$ cat config.mk
export PLATFORM = sky130hd
export DESIGN_NAME = uart_cmd_frame_decoder
export DESIGN_NICKNAME = d
export VERILOG_FILES = /design/src/rtl/beep_cmd_pkg.sv /design/src/rtl/frame_timeout_cnt.sv /design/src/rtl/uart_cmd_frame_decoder.sv
export SDC_FILE = /design/constraint.sdc
export NUM_CORES = 1
export LEC_CHECK = 0
export ABC_AREA = 1
export CORE_MARGIN = 4
export CORE_UTILIZATION = 60
export CTS_CLUSTER_DIAMETER = 100
export DETAILED_ROUTE_END_ITERATION = 10
export PLACE_DENSITY = 0.9
export SYNTH_ARGS = -nofsm -noshare
export SYNTH_HDL_FRONTEND = slang
export SYNTH_HIERARCHICAL = 1
export SYNTH_SLANG_ARGS = --single-unit
$ cat constraint.sdc
create_clock -name i_clk -period 4.1 [get_ports i_clk]
set_input_delay 0.82 -clock i_clk [delete_from_list [all_inputs] [get_ports i_clk]]
set_output_delay 0.82 -clock i_clk [all_outputs]
set_load 0.01 [all_outputs]
$ cat src/rtl/beep_cmd_pkg.sv
// Shared types and constants for the beep command frame decoder.
// Frame: header(4) period(4) high(4) num(2) tail(4), every field MSB first.
package beep_cmd_pkg;

    typedef enum logic [2:0] {
        S_HUNT,
        S_HDR,
        S_DATA,
        S_TAIL,
        S_CHECK
    } state_t;

    localparam int FRAME_LEN  = 18;
    localparam int PERIOD_IDX = 4;
    localparam int HIGH_IDX   = 8;
    localparam int NUM_IDX    = 12;
    localparam int TAIL_IDX   = 14;

    localparam logic [1:0] ERR_TAIL  = 2'd1;
    localparam logic [1:0] ERR_TMO   = 2'd2;
    localparam logic [1:0] ERR_PARAM = 2'd3;

    // Byte sel of a 32-bit word, sel 0 being the most significant byte.
    function automatic logic [7:0] word_byte(input logic [31:0] w, input logic [1:0] sel);
        case (sel)
            2'd0:    return w[31:24];
            2'd1:    return w[23:16];
            2'd2:    return w[15:8];
            default: return w[7:0];
        endcase
    endfunction

endpackage

$ cat src/rtl/frame_timeout_cnt.sv
// Inter-byte idle counter: clears on i_clr, counts while i_en, and flags
// expiry on the edge where the count would reach TIMEOUT_CYCLES-1.
module frame_timeout_cnt #(
    parameter int TIMEOUT_CYCLES = 50000
) (
    input  logic i_clk,
    input  logic i_rst,
    input  logic i_clr,
    input  logic i_en,
    output logic o_expire
);

    localparam int CW = (TIMEOUT_CYCLES > 1) ? $clog2(TIMEOUT_CYCLES) : 1;
    localparam logic [CW-1:0] LAST = CW'(TIMEOUT_CYCLES - 2);

    logic [CW-1:0] cnt;

    always_ff @(posedge i_clk) begin
        if (i_rst || i_clr) begin
            cnt <= '0;
        end else if (i_en) begin
            cnt <= cnt + 1'b1;
        end
    end

    // A byte arriving on the expiry edge clears the count and suppresses expiry.
    assign o_expire = i_en && !i_clr && (cnt == LAST);

endmodule

$ cat src/rtl/uart_cmd_frame_decoder.sv
// Hunts the UART byte stream for 18-byte beep command frames, validates them
// and publishes period/high/num to the PWM generator with a one-cycle strobe.
//
// state   | meaning
// S_HUNT  | waiting for the first header byte
// S_HDR   | matching header bytes 1-3, resyncing on a repeated first byte
// S_DATA  | shifting in period, high and num fields
// S_TAIL  | matching tail bytes
// S_CHECK | range check of the captured parameters, publish or reject
module uart_cmd_frame_decoder
    import beep_cmd_pkg::*;
#(
    parameter int          TIMEOUT_CYCLES = 50000,
    parameter logic [31:0] HDR_WORD       = 32'hAA55A55A,
    parameter logic [31:0] TAIL_WORD      = 32'hCC33C33C
) (
    input  logic        i_clk,
    input  logic        i_rst,
    input  logic        i_rx_en,
    input  logic [7:0]  i_rx_data,
    output logic        o_beep_en,
    output logic [31:0] o_beep_periord,
    output logic [31:0] o_beep_high,
    output logic [15:0] o_beep_num,
    output logic        o_frm_err,
    output logic [1:0]  o_err_code
);

    state_t      state;
    logic [4:0]  idx;
    logic [31:0] sh_period;
    logic [31:0] sh_high;
    logic [15:0] sh_num;

    logic        tmo_clr;
    logic        tmo_en;
    logic        tmo_expire;
    logic [7:0]  hdr_first;
    logic [7:0]  hdr_exp;
    logic [7:0]  tail_exp;

    assign hdr_first = word_byte(HDR_WORD, 2'd0);
    assign hdr_exp   = word_byte(HDR_WORD, idx[1:0]);
    assign tail_exp  = word_byte(TAIL_WORD, 2'(idx - 5'(TAIL_IDX)));

    assign tmo_clr = i_rx_en || (state == S_HUNT);
    assign tmo_en  = (state == S_HDR) || (state == S_DATA) || (state == S_TAIL);

    frame_timeout_cnt #(
        .TIMEOUT_CYCLES(TIMEOUT_CYCLES)
    ) u_tmo (
        .i_clk    (i_clk),
        .i_rst    (i_rst),
        .i_clr    (tmo_clr),
        .i_en     (tmo_en),
        .o_expire (tmo_expire)
    );

    always_ff @(posedge i_clk) begin
        if (i_rst) begin
            state          <= S_HUNT;
            idx            <= '0;
            sh_period      <= '0;
            sh_high        <= '0;
            sh_num         <= '0;
            o_beep_en      <= 1'b0;
            o_beep_periord <= '0;
            o_beep_high    <= '0;
            o_beep_num     <= '0;
            o_frm_err      <= 1'b0;
            o_err_code     <= '0;
        end else begin
            o_beep_en <= 1'b0;
            o_frm_err <= 1'b0;
            if (tmo_expire) begin
                o_frm_err  <= 1'b1;
                o_err_code <= ERR_TMO;
                state      <= S_HUNT;
                idx        <= '0;
            end else begin
                case (state)
                    S_HUNT: begin
                        if (i_rx_en && i_rx_data == hdr_first) begin
                            state <= S_HDR;
                            idx   <= 5'd1;
                        end
                    end
                    S_HDR: begin
                        if (i_rx_en) begin
                            if (i_rx_data == hdr_exp) begin
                                idx <= idx + 5'd1;
                                if (idx == 5'd3) state <= S_DATA;
                            end else if (i_rx_data == hdr_first) begin
                                idx <= 5'd1;
                            end else begin
                                state <= S_HUNT;
                                idx   <= '0;
                            end
                        end
                    end
                    S_DATA: begin
                        if (i_rx_en) begin
                            if (idx < 5'(HIGH_IDX)) begin
                                sh_period <= {sh_period[23:0], i_rx_data};
                            end else if (idx < 5'(NUM_IDX)) begin
                                sh_high <= {sh_high[23:0], i_rx_data};
                            end else begin
                                sh_num <= {sh_num[7:0], i_rx_data};
                            end
                            idx <= idx + 5'd1;
                            if (idx == 5'(TAIL_IDX - 1)) state <= S_TAIL;
                        end
                    end
                    S_TAIL: begin
                        if (i_rx_en) begin
                            if (i_rx_data != tail_exp) begin
                                // The offending byte is consumed here, never re-hunted.
                                o_frm_err  <= 1'b1;
                                o_err_code <= ERR_TAIL;
                                state      <= S_HUNT;
                                idx        <= '0;
                            end else if (idx == 5'(FRAME_LEN - 1)) begin
                                state <= S_CHECK;
                                idx   <= '0;
                            end else begin
                                idx <= idx + 5'd1;
                            end
                        end
                    end
                    S_CHECK: begin
                        if (sh_period != '0 && sh_high <= sh_period) begin
                            o_beep_periord <= sh_period;
                            o_beep_high    <= sh_high;
                            o_beep_num     <= sh_num;
                            o_beep_en      <= 1'b1;
                        end else begin
                            o_frm_err  <= 1'b1;
                            o_err_code <= ERR_PARAM;
                        end
                        state <= S_HUNT;
                        idx   <= '0;
                    end
                    default: begin
                        state <= S_HUNT;
                        idx   <= '0;
                    end
                endcase
            end
        end
    end

endmodule

Word-level counts from Yosys, hierarchy flattened
Cells that the tools add are included.

cells by class
  reductions and logical operators = 25
  order comparisons = 3
  muxes and demuxes = 33
  $mul = 0
  bitwise logic cells = 4
  equality and inequality tests = 28
  $add $sub $neg = 3
  shifts and indexed selects = 0
  div/mod/pow operators = 0

operator list
  cell                   number
  $pmux 8 s3             2
  $mux 5                 7
  $le 32x32->1           1
  $reduce_bool 32->1     1
  $mux 3                 10
  $pmux 5 s4             1
  $add 16x1->16 const B  1
  $eq 16x16->1 const B   1
  $reduce_and 4->1       4
  $pmux 3 s4             1
  $lt 5x4->1 const B     2
  $reduce_and 5->1       2
  $ne 3x2->1 const B     3
  $eq 8x8->1             1
  $eq 8x8->1 const B     1
  $mux 2                 4
  $ne 2x2->1 const B     4
  $ne 8x8->1             1
  $reduce_and 8->1       1
  $eq 3x2->1 const B     2
  $mux 1                 6
  $ne 2x1->1 const B     3
  $ne 3x3->1 const B     2
  $add 5x1->5 const B    1
  other kinds (22)       34

storage, ports and cells
  word-level logic and storage cells = 109
  memory bits (read-only) = 0
  register bits after elaboration = 188
  bits in writable memories = 0
  input port bits = 11
  output and inout port bits = 84
  memories kept = 0
  bits in latches = 0

Longest topological paths before layout
  word-level depth = 8
  depth in mapped cells = 20
  depth with buffers taken out = 19

Hierarchy
The synthesis kept the hierarchy.

modules (own cells, without submodules)
  module                  sequential area each (um2)  cells each  area an instance (um2)  instances
  uart_cmd_frame_decoder  3443.3                      1137        7821.3                  1
  frame_timeout_cnt       320.3                       127         827.0                   1

Worst setup path before layout
Ideal clock, no wire load.

  kind = input port to flip-flop
  start point = input i_rx_en
  end point = register o_beep_num[10]
  setup time = 0.113 ns
  required time = 3.987 ns
  slack = 1.934 ns
  arrival = 2.053 ns
  path buffers = 2
  cell stages on the path = 12
  cells stage by stage = inv_1 > nand2_1 > nor3b_1 > nand3_1 > nor2_1 > inv_1 > nand4_2 > buf_2 > buf_2 > nand2_1 > nand2_1 > nor2_1

on the way
  longest elaborated chain between the ends = 6

RTL lines
  item                             line                           RTL
  from (decl)                      uart_cmd_frame_decoder.sv:19   input logic i_rx_en,
  $logic_or 1x1->1                 uart_cmd_frame_decoder.sv:46   assign tmo_clr = i_rx_en || (state == S_HUNT);
  via tmo_clr                      uart_cmd_frame_decoder.sv:35   logic tmo_clr;
  $logic_not 1->1                  frame_timeout_cnt.sv:27        assign o_expire = i_en && !i_clr && (cnt == LAST);
  $logic_and 1x1->1 (2 in series)  frame_timeout_cnt.sv:27
  via tmo_expire                   uart_cmd_frame_decoder.sv:37   logic tmo_expire;
  $not 1->1 (no line)              -
  $reduce_and 3->1 (no line)       -
  to (signal assigned)             uart_cmd_frame_decoder.sv:134  o_beep_num <= sh_num;
  to (decl)                        uart_cmd_frame_decoder.sv:24   output logic [15:0] o_beep_num,

The timed path passes the listed nets, and every way through them passes these cells.
A chain may end at the register's enable or synchronous reset.

Final worst setup path
  start point = input i_rx_en
  end point = register sh_period[29]

on the way
  longest elaborated chain between the ends = 6

RTL lines
  item                             line                           RTL
  $logic_or 1x1->1                 uart_cmd_frame_decoder.sv:46
  via tmo_clr                      uart_cmd_frame_decoder.sv:35
  $logic_not 1->1                  frame_timeout_cnt.sv:27
  $logic_and 1x1->1 (2 in series)  frame_timeout_cnt.sv:27
  via tmo_expire                   uart_cmd_frame_decoder.sv:37
  $not 1->1 (no line)              -
  $reduce_and 4->1 (no line)       -
  to (signal assigned)             uart_cmd_frame_decoder.sv:104  sh_period <= {sh_period[23:0], i_rx_data};
  to (decl)                        uart_cmd_frame_decoder.sv:31   logic [31:0] sh_period;

The timed path passes the listed nets, and every way through them passes these cells.

==> flow_metrics.env <==
export IMPL_outcome="complete, no violations"
export IMPL_core_rowCount=43
export IMPL_clock_sinks=188
export IMPL_crit_path_max_fanout=33
export IMPL_pwr_share_comb_pct=7.6
export IMPL_hp_class="register to register"
export IMPL_grt_start_max_net_pins=79
export IMPL_synth_flop_cell="dfxtp_1"
export IMPL_wire_length_of_the_first_global_routing_pass_mm=33.6
export IMPL_drt_antenna_violating_nets=0
export IMPL_post_synth_instance_area_um2=8650
export IMPL_synth_simple_area_share_pct=26.9
export IMPL_critical_path_endpoint_type="register"
export IMPL_core_area_um2=14000
export IMPL_hold_worst_slack_ps=488
export IMPL_timing_fmax_mhz=350
export IMPL_post_synthesis_async_set_or_reset_flop_share_pct=0
export IMPL_p_leak_nw=4.93
export IMPL_area_growth_syn_to_layout_pct=19.5
export IMPL_final_max_slew_viol_count=0
export IMPL_initial_utilization_pct=61.8
export IMPL_maxCapViolCount=0
export IMPL_post_synth_top_count_cell="nand2_1"
export IMPL_n_antenna_cell=0
export IMPL_final_layout_size_suffix_gt1_share_pct=3.78
export IMPL_critical_path_class="input port to register"
export IMPL_reg2regPathDepth=14
export IMPL_final_routed_wirelength_mm=20.4
export IMPL_critical_path_reg2reg_startpoint="sh_period[19]"
export IMPL_clock_tree_root_cell="clkbuf_16"
export IMPL_yosys_top_cells_count="265 x nand2_1, 242 x nor2_1, 198 x inv_1"
export IMPL_setup_tns_ps=0
export IMPL_finalCoreUtilization_pct=73.9
export IMPL_critPathArrivalTime_ps=3220
export IMPL_antenna_found_initial=0
export IMPL_synth_top_family_by_area="simple AND/OR/NAND/NOR gates"
export IMPL_netlist_cell_type_count=33
export IMPL_placement_io_buffers=94
export IMPL_clk_transition_reported_paths_ps=70
export IMPL_p_sw_mw=0.939
export IMPL_drt_pre_antenna_iters=5
export IMPL_fillCellCount=1097
export IMPL_ioPinCount=95
export IMPL_ff_latch_count_synth=188
export IMPL_finalClockSkew_ps=8.94
export IMPL_die_width_um=128
export IMPL_relSlewSlack_pct=50.8
export IMPL_final_min_period_over_clock_period_pct=69.7
export IMPL_cts_tree="yes"
export IMPL_synth_compound_area_share_pct=11.8
export IMPL_htreeDepth=4
export IMPL_clockBufferDepth=2
export IMPL_worst_skew_pair_late_latency_ps=430
export IMPL_yosys_area_top_type="dfxtp_1"
export IMPL_fin_nets=1385
export IMPL_p_per_area_nw_per_um2=379
export IMPL_regToRegSetupSlack_ps=1320
export IMPL_timing_hold_violations_final=0
export IMPL_worstMarginPinSlew_ps=736
export IMPL_critical_path_reg2reg_endpoint="o_beep_high[4]"
export IMPL_fp_dieArea_um2=16400
export IMPL_synth_top_cell_area_share_pct=43.5
export IMPL_total_power_mw=3.92
export IMPL_switching_share_pct=24.0
export IMPL_gp_routability_congestion=0.913
export IMPL_timing_final_setup_violations=0
export IMPL_postCtsSetupRepairBufs=0
export IMPL_postCtsHoldBufs=0
export IMPL_dr_first_iter_drc_count=663
export IMPL_route_detailed_drc=0
export IMPL_post_dp_hpwl_mm=14.2
export IMPL_grt_usage_pct=25.1
export IMPL_multiplexer_area_fraction_after_synthesis_pct=0
export IMPL_netlist_instances=1264
export IMPL_multi_input_comb_area_um2=3920
export IMPL_syn_area_per_cell_um2=6.84
export IMPL_sequential_standard_cell_area_um2=3760
export IMPL_cp_endpoint="sh_period[29]"
export IMPL_first_global_vias=7338
export IMPL_synth_xor_area_share_pct=0.911
export IMPL_synth_sequential_area_ratio_pct=43.5
export IMPL_intPower_mw=2.98
export IMPL_holdPathStages=2
export IMPL_grt_overflow=0
export IMPL_share_of_synthesized_cell_area_in_full_adder_half_adder_and_majority_cells_pct=5.64
export IMPL_preCtsSetupSlack_ps=862
export IMPL_worstPathRequired_ps=4460
export IMPL_setup_worst_path_start_class="input port"
export IMPL_ir_worst_vdd_mv=0.275
export IMPL_worstSetupStartpoint="i_rx_en"
export IMPL_share_seq_of_total_power_pct=47.6
export IMPL_period_needed_ps=2860
export IMPL_postSynthNetCount=1314
export IMPL_number_of_synthesized_flops_with_an_enable_pin=0
export IMPL_numCtsBuffers=17
export IMPL_setup_repair_after_global_routing_missed_its_margin="false"
export IMPL_dieHeight_um=128
export IMPL_route_vias_total=8044
export IMPL_cts_resized=0
export IMPL_routed_wire_length_per_instance_um=13.4
export IMPL_synthesis_yosys_warnings=6
export IMPL_synth_area_leaders="dfxtp_1 44%, nand2_1 12%, nor2_1 11%"
export IMPL_finalWorstSetupSlack_ps=1240
export IMPL_power_frac_clock_pct=44.9
export IMPL_detail_route_vias_per_cell=5.26
## routing by layer
layer | track usage, % | wire length, um | vias to the layer above
li1 | - | - | 4053
met1 | 31.1 | 8630 | 3674
met2 | 42.7 | 10000 | 270
met3 | 4.29 | 1190 | 47
met4 | 11.0 | 570 | 0
met5 | 0 | 0 | -
## worst min-delay path by stage
stage	from	endpoint	slack (ps)
3_5_place_dp	o_err_code[0]	o_err_code[0]	460
4_1_cts	o_err_code[0]	o_err_code[0]	490
6_report	o_err_code[0]	o_err_code[0]	490
5_1_grt	sh_num[13]	o_beep_num[13]	510
2_1_floorplan	sh_num[10]	o_beep_num[10]	450
3_3_place_gp	sh_num[9]	o_beep_num[9]	470
## cell type report
type,instances,share of cell area (%)
Clock buffer,19,4.29
Clock inverter,13,1.83
Inverter,200,7.29
Multi-Input combinational cell,825,38.0
Sequential cell,188,36.4
Tap cell,180,2.18
Timing Repair Buffer,103,10.0
## power groups by stage
stage | clock network, mW | logic, mW | registers, mW
floorplan | 0 | 0.203 | 1.90
global placement | 0 | 0.278 | 1.90
detailed placement | 0 | 0.285 | 1.90
CTS | 1.77 | 0.288 | 1.86
global route | 1.86 | 0.323 | 1.86
finish | 1.76 | 0.296 | 1.86
## critical path: stages
cell and delay (ps):
clkdlybuf4s50_1 550, inv_1 70, nand2_1 90, nor3b_1 50, nand3_1 70, nor2_1 50
inv_1 180, nand3_2 170, nor2_4 550, buf_4 320, o21ai_0 120, a21oi_1 160
## kinds of logic after synthesis
kind of cell / count (synthesis)
AO/OA/AOI/OAI: 201
XOR/XNOR: 9
adder cells (fa/ha/maj): 39
buffers and inverters: 251
flip-flops: 188
AND/OR/NAND/NOR: 576
## flip-flops by register name, summed over array words and instances (netlist names)
name and cells:
sh_num 16, o_frm_err 1, sh_high 32, o_beep_high 32, state 3, sh_period 32, o_beep_num 16, u_tmo/cnt 16
o_beep_periord 32, idx 5, o_err_code 2, o_beep_en 1
## through the flow
stage                     instance area, um^2  cells
final                                   10300   1528
after global routing                    10300   1528
after CTS                               10300   1528
after detailed placement                 9700   1496
after global placement                   9700   1496
after floorplan                          8650   1264
## layout by cell type (no fill, tap or decap), drive strengths merged, types with 4 or more instances in the layout
| master | netlist | final |
|---|---|---|
| a21oi | 108 | 108 |
| buf | 21 | 9 |
| bufinv | 0 | 4 |
| clkbuf | 30 | 19 |
| clkdlybuf4s50 | 0 | 94 |
| clkinv | 0 | 5 |
| dfxtp | 188 | 188 |
| ha | 39 | 39 |
| inv | 200 | 202 |
| nand2 | 266 | 266 |
| nand3 | 30 | 30 |
| nand4 | 16 | 16 |
| nor2 | 246 | 246 |
| nor3 | 9 | 9 |
| nor4 | 5 | 5 |
| o21ai | 87 | 87 |
| xnor2 | 4 | 4 |
| xor2 | 5 | 5 |
(Power assumes the default switching activity.)
